==> config.mk <==
export PLATFORM = sky130hd
export DESIGN_NAME = kpn_channel_fifo_flat
export DESIGN_NICKNAME = d
export VERILOG_FILES = /design/src/rtl/kpn_channel_fifo_if.sv /design/src/rtl/kpn_channel_fifo.sv /design/src/flat_wrapper.sv
export SDC_FILE = /design/constraint.sdc
export NUM_CORES = 1
export LEC_CHECK = 0
export BUFFER_PORTS_ARGS = -buffer_cell sky130_fd_sc_hd__buf_4
export CAP_MARGIN = 20
export CORE_ASPECT_RATIO = 0.5
export CORE_MARGIN = 2
export CORE_UTILIZATION = 55
export CTS_CLUSTER_SIZE = 12
export DETAILED_ROUTE_END_ITERATION = 10
export PLACE_DENSITY = 0.82
export SETUP_SLACK_MARGIN = 0.4
export SLEW_MARGIN = 40
export SYNTH_ARGS = -nofsm -noshare
export SYNTH_HDL_FRONTEND = slang
export SYNTH_SLANG_ARGS = --single-unit
==> constraint.sdc <==
create_clock -name clk -period 2.7 [get_ports clk]
set_input_delay 0.27 -clock clk [delete_from_list [all_inputs] [get_ports clk]]
set_output_delay 0.27 -clock clk [all_outputs]
set_load 0.005 [all_outputs]
==> src/rtl/kpn_channel_fifo_if.sv <==
// Handshake bundle between an upstream writer, the channel FIFO and a downstream reader.
// The master modport is the upstream/downstream side; the slave modport is the FIFO.
interface kpn_channel_fifo_if #(
  parameter int BITS_NUMBER   = 16,
  parameter int FIFO_ELEMENTS = 5
);
  logic                     wr;
  logic [BITS_NUMBER-1:0]   w_data;
  logic                     rd;
  logic [BITS_NUMBER-1:0]   r_data;
  logic                     r_valid;
  logic                     empty;
  logic                     full;
  logic [FIFO_ELEMENTS:0]   count;
  logic                     overflow;
  logic                     underflow;

  modport master (
    output wr, w_data, rd,
    input  r_data, r_valid, empty, full, count, overflow, underflow
  );

  modport slave (
    input  wr, w_data, rd,
    output r_data, r_valid, empty, full, count, overflow, underflow
  );
endinterface

==> src/rtl/kpn_channel_fifo.sv <==
// Bounded KPN channel FIFO: registered one-cycle read, sticky overflow/underflow flags,
// simultaneous read+write allowed when full, no fall-through when empty.
module kpn_channel_fifo #(
  parameter int BITS_NUMBER   = 16,
  parameter int FIFO_ELEMENTS = 5
) (
  input  logic                clk,
  input  logic                rst_n,
  kpn_channel_fifo_if.slave   bus
);
  localparam int DEPTH = 2 ** FIFO_ELEMENTS;
  localparam logic [FIFO_ELEMENTS:0] DEPTH_CNT = (FIFO_ELEMENTS + 1)'(DEPTH);
  localparam logic [FIFO_ELEMENTS:0] ONE_CNT   = (FIFO_ELEMENTS + 1)'(1);

  logic [BITS_NUMBER-1:0]   mem [DEPTH];
  logic [FIFO_ELEMENTS-1:0] w_ptr;
  logic [FIFO_ELEMENTS-1:0] r_ptr;
  logic [FIFO_ELEMENTS:0]   count_q;
  logic [FIFO_ELEMENTS:0]   count_next;
  logic                     empty_q;
  logic                     full_q;
  logic [BITS_NUMBER-1:0]   r_data_q;
  logic                     r_valid_q;
  logic                     overflow_q;
  logic                     underflow_q;
  logic                     do_wr;
  logic                     do_rd;

  // When full, a concurrent read frees the slot the write lands in, so both proceed.
  always_comb begin
    do_rd      = bus.rd && !empty_q;
    do_wr      = bus.wr && (!full_q || bus.rd);
    count_next = count_q;
    if (do_wr && !do_rd)
      count_next = count_q + ONE_CNT;
    else if (do_rd && !do_wr)
      count_next = count_q - ONE_CNT;
  end

  // Storage is not reset; the reset pointers and count make old contents unreachable.
  always_ff @(posedge clk) begin
    if (do_wr)
      mem[w_ptr] <= bus.w_data;
  end

  always_ff @(posedge clk or negedge rst_n) begin
    if (!rst_n) begin
      w_ptr       <= '0;
      r_ptr       <= '0;
      count_q     <= '0;
      empty_q     <= 1'b1;
      full_q      <= 1'b0;
      r_data_q    <= '0;
      r_valid_q   <= 1'b0;
      overflow_q  <= 1'b0;
      underflow_q <= 1'b0;
    end else begin
      if (do_wr)
        w_ptr <= w_ptr + 1'b1;
      if (do_rd) begin
        r_data_q <= mem[r_ptr];
        r_ptr    <= r_ptr + 1'b1;
      end
      r_valid_q <= do_rd;
      count_q   <= count_next;
      empty_q   <= (count_next == '0);
      full_q    <= (count_next == DEPTH_CNT);
      if (bus.wr && !do_wr)
        overflow_q <= 1'b1;
      if (bus.rd && !do_rd)
        underflow_q <= 1'b1;
    end
  end

  assign bus.r_data    = r_data_q;
  assign bus.r_valid   = r_valid_q;
  assign bus.empty     = empty_q;
  assign bus.full      = full_q;
  assign bus.count     = count_q;
  assign bus.overflow  = overflow_q;
  assign bus.underflow = underflow_q;
endmodule
==> src/flat_wrapper.sv <==
// flat-port wrapper written by rule: the top's interface ports become plain ports
module kpn_channel_fifo_flat 
#(
  parameter int BITS_NUMBER   = 16,
  parameter int FIFO_ELEMENTS = 5
)
  (clk, rst_n, bus_wr, bus_w_data, bus_rd, bus_r_data, bus_r_valid, bus_empty, bus_full, bus_count, bus_overflow, bus_underflow);
  kpn_channel_fifo_if #(.BITS_NUMBER(BITS_NUMBER), .FIFO_ELEMENTS(FIFO_ELEMENTS)) bus_i ();
  input  logic clk;
  input  logic rst_n;
  input wire logic [$bits(bus_i.wr)-1:0] bus_wr;
  input wire logic [$bits(bus_i.w_data)-1:0] bus_w_data;
  input wire logic [$bits(bus_i.rd)-1:0] bus_rd;
  output wire logic [$bits(bus_i.r_data)-1:0] bus_r_data;
  output wire logic [$bits(bus_i.r_valid)-1:0] bus_r_valid;
  output wire logic [$bits(bus_i.empty)-1:0] bus_empty;
  output wire logic [$bits(bus_i.full)-1:0] bus_full;
  output wire logic [$bits(bus_i.count)-1:0] bus_count;
  output wire logic [$bits(bus_i.overflow)-1:0] bus_overflow;
  output wire logic [$bits(bus_i.underflow)-1:0] bus_underflow;
  assign bus_i.wr = bus_wr;
  assign bus_i.w_data = bus_w_data;
  assign bus_i.rd = bus_rd;
  assign bus_r_data = bus_i.r_data;
  assign bus_r_valid = bus_i.r_valid;
  assign bus_empty = bus_i.empty;
  assign bus_full = bus_i.full;
  assign bus_count = bus_i.count;
  assign bus_overflow = bus_i.overflow;
  assign bus_underflow = bus_i.underflow;
  kpn_channel_fifo #(.BITS_NUMBER(BITS_NUMBER), .FIFO_ELEMENTS(FIFO_ELEMENTS)) u_core (.clk(clk), .rst_n(rst_n), .bus(bus_i));
endmodule
== Word level (Yosys, flattened, before mapping) ==
Memories as Yosys holds them, arrays and structs flattened. A register that Yosys moved wholly into a read port is not among the register bits.
Cells that the tools add are included.
Widths: inputs -> output; s select.
Cells by class
  add/sub/neg operators: 4
  multiplexer cells: 4
  reduce and logical (&&, ||, !) cells: 13
  eq/ne operators: 1
Operator list (number)
  $mux 6: 2
  $add 5x1->5 const B: 2
  $add 6x1->6 const B: 1
  $eq 6x6->1 const B: 1
  $logic_and 1x1->1: 6
  $logic_not 6->1: 1
  $sub 6x1->6 const B: 1
  $logic_not 1->1: 5
  $mux 1: 2
  $logic_or 1x1->1: 1
Storage, ports and cells
  bits in registers: 21
  input bits: 20
  memories kept: 1
  memory bits (writable): 512
Memories
  u_core.mem: depth 32, bits a word 16, read ports 1, clocked after Yosys merged registers in 1, wr ports 1, line kpn_channel_fifo.sv:15  | logic [BITS_NUMBER-1:0] mem [DEPTH];

== Logic depth before layout (Yosys ltp) ==
Gate-level depths: netlist (run 1).
  depth in word-level cells: 8
  mapped depth: 9
  depth with buffers taken out: 7

== Worst setup path before layout (run 1) ==
OpenSTA, ideal clock, no wires.
  kind: register to register
  from: reg u_core.full_q, in the netlist u_core.bus.full
  to: mem u_core.mem[31][0] (enable)
  stages on the path, launching flop included: 7
  arrival time: 1935 ps
  path slack: 377 ps
  buffers on the path: 2
  period minus slack after synthesis: 2323 ps
  library setup time: 388 ps
  cells stage by stage: dfrtp_1 > nor2b_1 > nor2b_1 > clkbuf_1 > nand2_1 > clkbuf_1 > nor2_1
On the way
  word-level cells in the longest chain between the ends: 5
Ends and longest elaborated chain
  start: declaration: line kpn_channel_fifo.sv:21  | logic full_q;
  start signal: assignment: line kpn_channel_fifo.sv:67  | full_q <= (count_next == DEPTH_CNT);
  $logic_not 1->1: line kpn_channel_fifo.sv:32  | do_wr = bus.wr && (!full_q || bus.rd);
  $logic_or 1x1->1: line kpn_channel_fifo.sv:32
  $logic_and 1x1->1: line kpn_channel_fifo.sv:32
  $mux 1: line kpn_channel_fifo.sv:42  | if (do_wr)
  $mux 1 (not written as such): line kpn_channel_fifo.sv:43  | mem[w_ptr] <= bus.w_data;
  end: declaration: line kpn_channel_fifo.sv:15
Every way passes these cells.

==> impl_metrics.env, run 1 <==
export IMPL_cts_root_buf="clkbuf_16"
export IMPL_dp_hpwl_um=28610
export IMPL_power_internal_mw=17.17
export IMPL_crit_fanout=4
export IMPL_ys_seq_area_share_pct=76.51
export IMPL_synth_cell_types=46
export IMPL_gp_congestion=0.9009
export IMPL_ys_ff_latch=549
export IMPL_dr_pass1_iters=5
export IMPL_drc=0
export IMPL_p_clk_share_pct=26.5
export IMPL_clock_latency_ns=0.59
export IMPL_netlist_area_mm2=0.02131
export IMPL_cp_required_ns=3.17
export IMPL_hold_end="u_core.bus.overflow"
export IMPL_swShare_pct=31.24
export IMPL_p_leak_nw=8.268
export IMPL_worstMarginPinSlew_ns=0.5962
export IMPL_grt_start_max_net_pins=40
export IMPL_r2r_setup_slack_ns=0.31
export IMPL_rsz0062_at_grt="true"
export IMPL_n_antenna_cell=0
export IMPL_via_count=11536
export IMPL_port_buffers=46
export IMPL_placed_cell_area_mm2=0.02272
export IMPL_die_y_um=143.2
export IMPL_multiInputGateArea_mm2=0.004846
export IMPL_hold_depth=2
export IMPL_cp_cell_sequence="buf_4 -> buf_4 -> mux4_2 -> mux2i_2 -> nor2_1 -> nor4_1 -> buf_4 -> nor3_1"
export IMPL_grt_pass1_vias=11463
export IMPL_status="complete, no violations"
export IMPL_synth_cells=1086
export IMPL_maxUsedRoutingLayer="met4"
export IMPL_timing_rr_start="u_core.r_ptr[1]"
export IMPL_ant_nets=0
export IMPL_min_delay_start="bus_wr"
export IMPL_vdd_drop_max_uv=585.9
export IMPL_rr_endpoint="u_core.bus.r_data[10]"
export IMPL_crit_slowest_cell="mux4_2"
export IMPL_wl_met2_um=24790
export IMPL_hold_ws_ns=0.01746
export IMPL_cp_arrival_ns=2.86
export IMPL_pin_count=47
export IMPL_skew_ns=0.02980
export IMPL_fill_cells=2340
export IMPL_grt_pass1_wl_um=75250
export IMPL_p_switching_mw=7.800
export IMPL_crit_path_end_kind="flip-flop"
export IMPL_syn_num_nets=1113
export IMPL_drtIter0Drc=1534
export IMPL_hp_class="primary input to flip-flop"
export IMPL_fmax_mhz=418.8
export IMPL_die_area_mm2=0.04043
export IMPL_crit_type="flip-flop to flip-flop"
export IMPL_cts_buffers=52
export IMPL_design_area_mm2=0.02454
export IMPL_combPwrFrac_pct=30.9
export IMPL_ff2ff_path_depth=8
export IMPL_nNetsFinal=1252
export IMPL_antenna_found_initial=0
export IMPL_final_hold_violation_count=0
export IMPL_dp_slack_ns=0.001390
export IMPL_crit_path_start_kind="flip-flop"
export IMPL_synthToLayoutAreaGrowth_pct=15.18
export IMPL_slew_headroom_pct=60.26
export IMPL_cts_htree_levels=2
export IMPL_maxCapViolCount=0
export IMPL_coreArea_mm2=0.03779
export IMPL_critPathLaunch="u_core.r_ptr[1]"
export IMPL_cts_sinks=549
export IMPL_m1WireLength_um=19420
export IMPL_yosys_warnings=0
export IMPL_final_common_cell="edfxtp_1"
export IMPL_routed_wl_um=52020
export IMPL_slowest_delay_ns=0.54
export IMPL_powerDensity_mw_per_mm2=1017
export IMPL_seqPwrFrac_pct=42.6
export IMPL_rows=50
export IMPL_via_per_inst=6.456
export IMPL_finalCritPeriodShare_pct=88.43
export IMPL_wl_met3_um=6267
export IMPL_initial_core_util_pct=56.39
export IMPL_clkTransAtPathRegs_ns=0.06
export IMPL_die_x_um=282.4
export IMPL_seq_area_mm2=0.01631
export IMPL_avgSynthCellArea_um2=19.62
export IMPL_clk_path_buf_depth=3
export IMPL_fin_ws_ns=0.3124
export IMPL_layout_drive_gt1_share_pct=25.41
export IMPL_fin_crit_ns=2.388
export IMPL_grt_total_usage_pct=25.96
export IMPL_layout_common_cells="edfxtp_1, buf_4, mux2i_1"
export IMPL_cts_tree="yes"
export IMPL_slew_viol_final=0
export IMPL_wl_per_cell_um=29.11
export IMPL_grt_overflow_total=0
export IMPL_path_common_cell="buf_4"
export IMPL_finalSetupViolations=0
==> cell families after synthesis <==
| group | count (synthesis) | synth area share (%) |
|---|---|---|
| buffers and inverters | 66 | 1.468 |
| adder cells (fa/ha/maj) | 7 | 0.4110 |
| XOR/XNOR | 12 | 0.4932 |
| multiplexers | 211 | 14.62 |
| AND/OR/NAND/NOR | 147 | 3.517 |
| flip-flops | 549 | 76.51 |
| AO/OA/AOI/OAI | 94 | 2.989 |
==> how the worst max path moves through the flow <==
stage | to | slack [ns] | cells after the start
2_1_floorplan | u_core.mem[31][0] | 0.38 | 6
3_3_place_gp | u_core.bus.r_data[1] | -0.03 | 6
3_5_place_dp | u_core.bus.r_data[1] | 0.001 | 6
4_1_cts | u_core.bus.r_data[1] | 0.28 | 7
5_1_grt | u_core.bus.r_data[10] | 0.33 | 8
6_report | u_core.bus.r_data[10] | 0.31 | 8
==> metal layers <==
layer | global-route usage, % | vias to the layer above
li1 | - | 4678
met1 | 35.96 | 5915
met2 | 41.25 | 823
met3 | 6.528 | 120
met4 | 7.881 | 0
met5 | 0 | -
==> worst max-delay path, delay by kind of cell (launching register included) <==
kind | cells | cell delay (ns)
and+or+nand+nor | 3 | 0.46
muxes | 2 | 0.81
DFF | 1 | 0.47
buffers and inverters | 3 | 0.53
==> area by class of cell <==
class                   count  area share, %
flip-flops and latches    549          66.47
clock inverters             4         0.1682
repair buffers            145          4.950
clock buffers              92          5.914
multi-input cells         471          19.74
inverters                   6         0.1020
well taps                 520          2.651
==> power by group through the flow <==
| stage | registers, mW | logic, mW | clock network, mW |
|---|---|---|---|
| 2_1_floorplan | 10.5 | 4.54 | 0 |
| 3_3_place_gp | 10.8 | 6.50 | 0 |
| 3_5_place_dp | 10.9 | 6.71 | 0 |
| 4_1_cts | 10.6 | 7.21 | 6.64 |
| 5_1_grt | 10.7 | 8.09 | 6.97 |
| 6_report | 10.6 | 7.72 | 6.62 |
==> flip-flops by register name, summed over array words and instances, names as in the netlist, 5 cells and up <==
register,count
u_core.w_ptr,5
u_core.r_ptr,5
u_core.bus.count,6
u_core.mem,512
u_core.bus.r_data,16
==> what timing repair did <==
action	4_1_cts	5_1_grt
hold buffers	1	0
pin swaps	0	0
hold endpoints to repair	36	0
setup buffers	8	5
gates resized for setup	13	22
cloned	0	1
endpoints found under the setup margin	16	18
==> through the flow <==
stage	TNS (ns)	utilization (%)	std cells	total power, mW
6_report	0	64.95	1787	24.97
5_1_grt	0	64.95	1787	25.71
4_1_cts	0	64.49	1781	24.47
3_5_place_dp	0	60.12	1676	17.59
3_3_place_gp	-0.02536	60.12	1676	17.32
2_1_floorplan	0	-	1086	15.02
==> cells in the mapped netlist (all sizes together) <==
master / instances / area (um^2)
a2111oi: 1 / 8.760
a211oi: 18 / 140.1
a21o: 3 / 22.52
a21oi: 2 / 10.01
a31oi: 1 / 6.260
and3b: 1 / 8.760
and4: 1 / 8.760
buf: 38 / 205.2
clkbuf: 22 / 82.58
dfrtp: 36 / 900.9
dfstp: 1 / 26.28
edfxtp: 512 / 15370
ha: 7 / 87.58
inv: 6 / 25.03
mux2: 1 / 11.26
mux2i: 130 / 1301
mux4: 80 / 1802
nand2: 14 / 52.55
nand2b: 3 / 26.27
nand3: 2 / 10.01
nand3b: 3 / 22.52
nand4: 5 / 31.28
nand4b: 1 / 8.760
nor2: 68 / 255.2
nor2b: 5 / 31.28
nor3: 18 / 90.09
nor4: 17 / 106.4
nor4b: 2 / 38.78
nor4bb: 1 / 10.01
o21a: 15 / 112.6
o21ai: 5 / 25.02
o221a: 1 / 11.26
o22ai: 48 / 300.3
or2: 1 / 6.260
or3: 2 / 17.52
or3b: 2 / 17.52
or4: 1 / 7.510
xnor2: 12 / 105.1
Note: power is estimated with default switching activity, not from simulation.
==> run 2, diff against run 1 <==
==> constraint.sdc (replaced) <==
create_clock -name clk -period 3 [get_ports clk]
set_input_delay 0.3 -clock clk [delete_from_list [all_inputs] [get_ports clk]]
set_output_delay 0.3 -clock clk [all_outputs]
set_load 0.01 [all_outputs]
==> run 2 against run 1 <==
Critical path type unchanged. Register-to-register slack better by 0.09 ns. Count of clock-buffer cells in the layout down 2. Utilization down 0.79 points. Combinational power down 17%. Sequential cell count unchanged.
==> impl_metrics.env, run 2 (synthesis results as in run 1) <==
export IMPL_grt_overflow_total=0
export IMPL_p_leak_nw=8.133
export IMPL_pin_count=47
export IMPL_crit_type="flip-flop to flip-flop"
export IMPL_hold_end="u_core.bus.underflow"
export IMPL_dr_pass1_iters=5
export IMPL_final_hold_violation_count=0
export IMPL_crit_path_end_kind="flip-flop"
export IMPL_rows=50
export IMPL_crit_slowest_cell="nor4_1"
export IMPL_worstMarginPinSlew_ns=0.8325
export IMPL_skew_ns=0.01660
export IMPL_slew_viol_final=0
export IMPL_timing_rr_start="u_core.r_ptr[1]"
export IMPL_crit_fanout=11
export IMPL_die_x_um=282.4
export IMPL_cts_root_buf="clkbuf_16"
export IMPL_gp_congestion=0.9062
export IMPL_layout_drive_gt1_share_pct=22.57
export IMPL_final_common_cell="edfxtp_1"
export IMPL_status="complete, no violations"
export IMPL_maxCapViolCount=0
export IMPL_largest_reg_flops=512
export IMPL_dp_cells=1651
export IMPL_antenna_found_initial=0
export IMPL_fin_crit_ns=2.599
export IMPL_min_delay_start="bus_rd"
export IMPL_via_count=11492
export IMPL_via_per_inst=6.544
export IMPL_design_area_mm2=0.02425
export IMPL_wl_per_cell_um=29.88
export IMPL_crit_family="multiplexers"
export IMPL_tns_ns=0
export IMPL_ff2ff_path_depth=6
export IMPL_finalCritPeriodShare_pct=86.62
export IMPL_cp_arrival_ns=3.01
export IMPL_hold_depth=2
export IMPL_largest_register="u_core.mem"
export IMPL_hold_ws_ns=0.02114
export IMPL_die_area_mm2=0.04043
export IMPL_dp_hpwl_um=29610
export IMPL_powerDensity_mw_per_mm2=915.4
export IMPL_port_buffers=46
export IMPL_placed_cell_area_mm2=0.02252
export IMPL_routed_wl_um=52470
export IMPL_clk_path_buf_depth=3
export IMPL_critPathLaunch="u_core.r_ptr[1]"
export IMPL_slowest_delay_ns=0.64
export IMPL_grt_start_max_net_pins=42
export IMPL_cts_sinks=549
export IMPL_stdcell_count=1756
export IMPL_grt_pass1_wl_um=76850
export IMPL_cts_buffers=52
export IMPL_rr_endpoint="u_core.bus.r_data[3]"
export IMPL_nNetsFinal=1222
export IMPL_drtIter0Drc=1429
export IMPL_hp_class="primary input to flip-flop"
export IMPL_layout_common_cells="edfxtp_1, mux2i_1, buf_4"
export IMPL_finalSetupViolations=0
export IMPL_drc=0
export IMPL_clkTransAtPathRegs_ns=0.06
export IMPL_fmax_mhz=384.8
export IMPL_ant_nets=0
export IMPL_slew_headroom_pct=43.99
export IMPL_cp_required_ns=3.41
export IMPL_r2r_setup_slack_ns=0.40
export IMPL_grt_total_usage_pct=26.76
export IMPL_grt_pass1_vias=11284
export IMPL_initial_core_util_pct=56.39
export IMPL_n_antenna_cell=0
export IMPL_path_buf_inv=1
export IMPL_cts_tree="yes"
export IMPL_dp_slack_ns=0.05670
export IMPL_coreArea_mm2=0.03779
export IMPL_synthToLayoutAreaGrowth_pct=13.79
export IMPL_vdd_drop_max_uv=443.2
export IMPL_rsz0062_at_grt="true"
export IMPL_cts_htree_levels=2
export IMPL_cp_cell_sequence="buf_12 -> mux4_2 -> mux2i_1 -> nor2_1 -> nor4_1 -> nor3_1"
export IMPL_fin_ws_ns=0.4013
export IMPL_crit_path_start_kind="flip-flop"
export IMPL_clock_latency_ns=0.58
export IMPL_die_y_um=143.2
## run 2: changes by cell type in the layout (fill, tap and decap cells not counted), sizes merged
cell,change
bufinv,+1
buf,-29
clkbuf,-3
## run 2: layer usage
metal | wire length (um) | global-route usage (%) | up-vias
met1 | 19750 | 38.64 | 5846
met3 | 7340 | 7.052 | 106
li1 | - | - | 4620
met5 | 0 | 0 | -
met2 | 23900 | 40.62 | 920
met4 | 1482 | 7.964 | 0
## run 2: area by class of cell
class                           instances  area (um^2)
Multi-Input combinational cell        471         4772
Inverter                                6        25.02
Clock buffer                           90         1485
Fill cell                            2370        13540
Tap cell                              520        650.6
Timing Repair Buffer                  115        943.4
Clock inverter                          5        56.30
Sequential cell                       549        16310
## run 2: what timing repair did
item | in CTS | in global routing
setup buffers | 2 | 7
hold buffers | 1 | 0
pin swaps | 0 | 0
gates resized for setup | 11 | 1
endpoints found under the hold margin | 36 | 0
setup endpoints to repair | 11 | 8
## run 2: metrics by stage
step	power, mW	util, %
finish	22.19	64.17
global route	22.92	64.17
CTS	22.04	63.99
detailed placement	15.72	59.59
global placement	15.49	59.56
floorplan	13.58	-
## run 2: how the worst max path moves through the flow
stage	slack (ns)	cells past startpoint	endpoint
6_report	0.40	6	u_core.bus.r_data[3]
5_1_grt	0.34	6	u_core.bus.r_data[2]
4_1_cts	0.43	6	u_core.bus.r_data[3]
3_5_place_dp	0.06	6	u_core.bus.r_data[0]
3_3_place_gp	-0.05	6	u_core.bus.r_data[14]
2_1_floorplan	0.65	6	u_core.mem[31][0]
## run 2: power by group
group | switching, mW | internal, mW
Clock | 2.73 | 3.43
Sequential | 0.596 | 9.06
Combinational | 3.59 | 2.78
## run 2: worst reg2reg max path: stages (launching register included)
cell     delay, ns
dfrtp_4       0.57
buf_12        0.16
mux4_2        0.50
mux2i_1       0.35
nor2_1        0.07
nor4_1        0.64
nor3_1        0.13
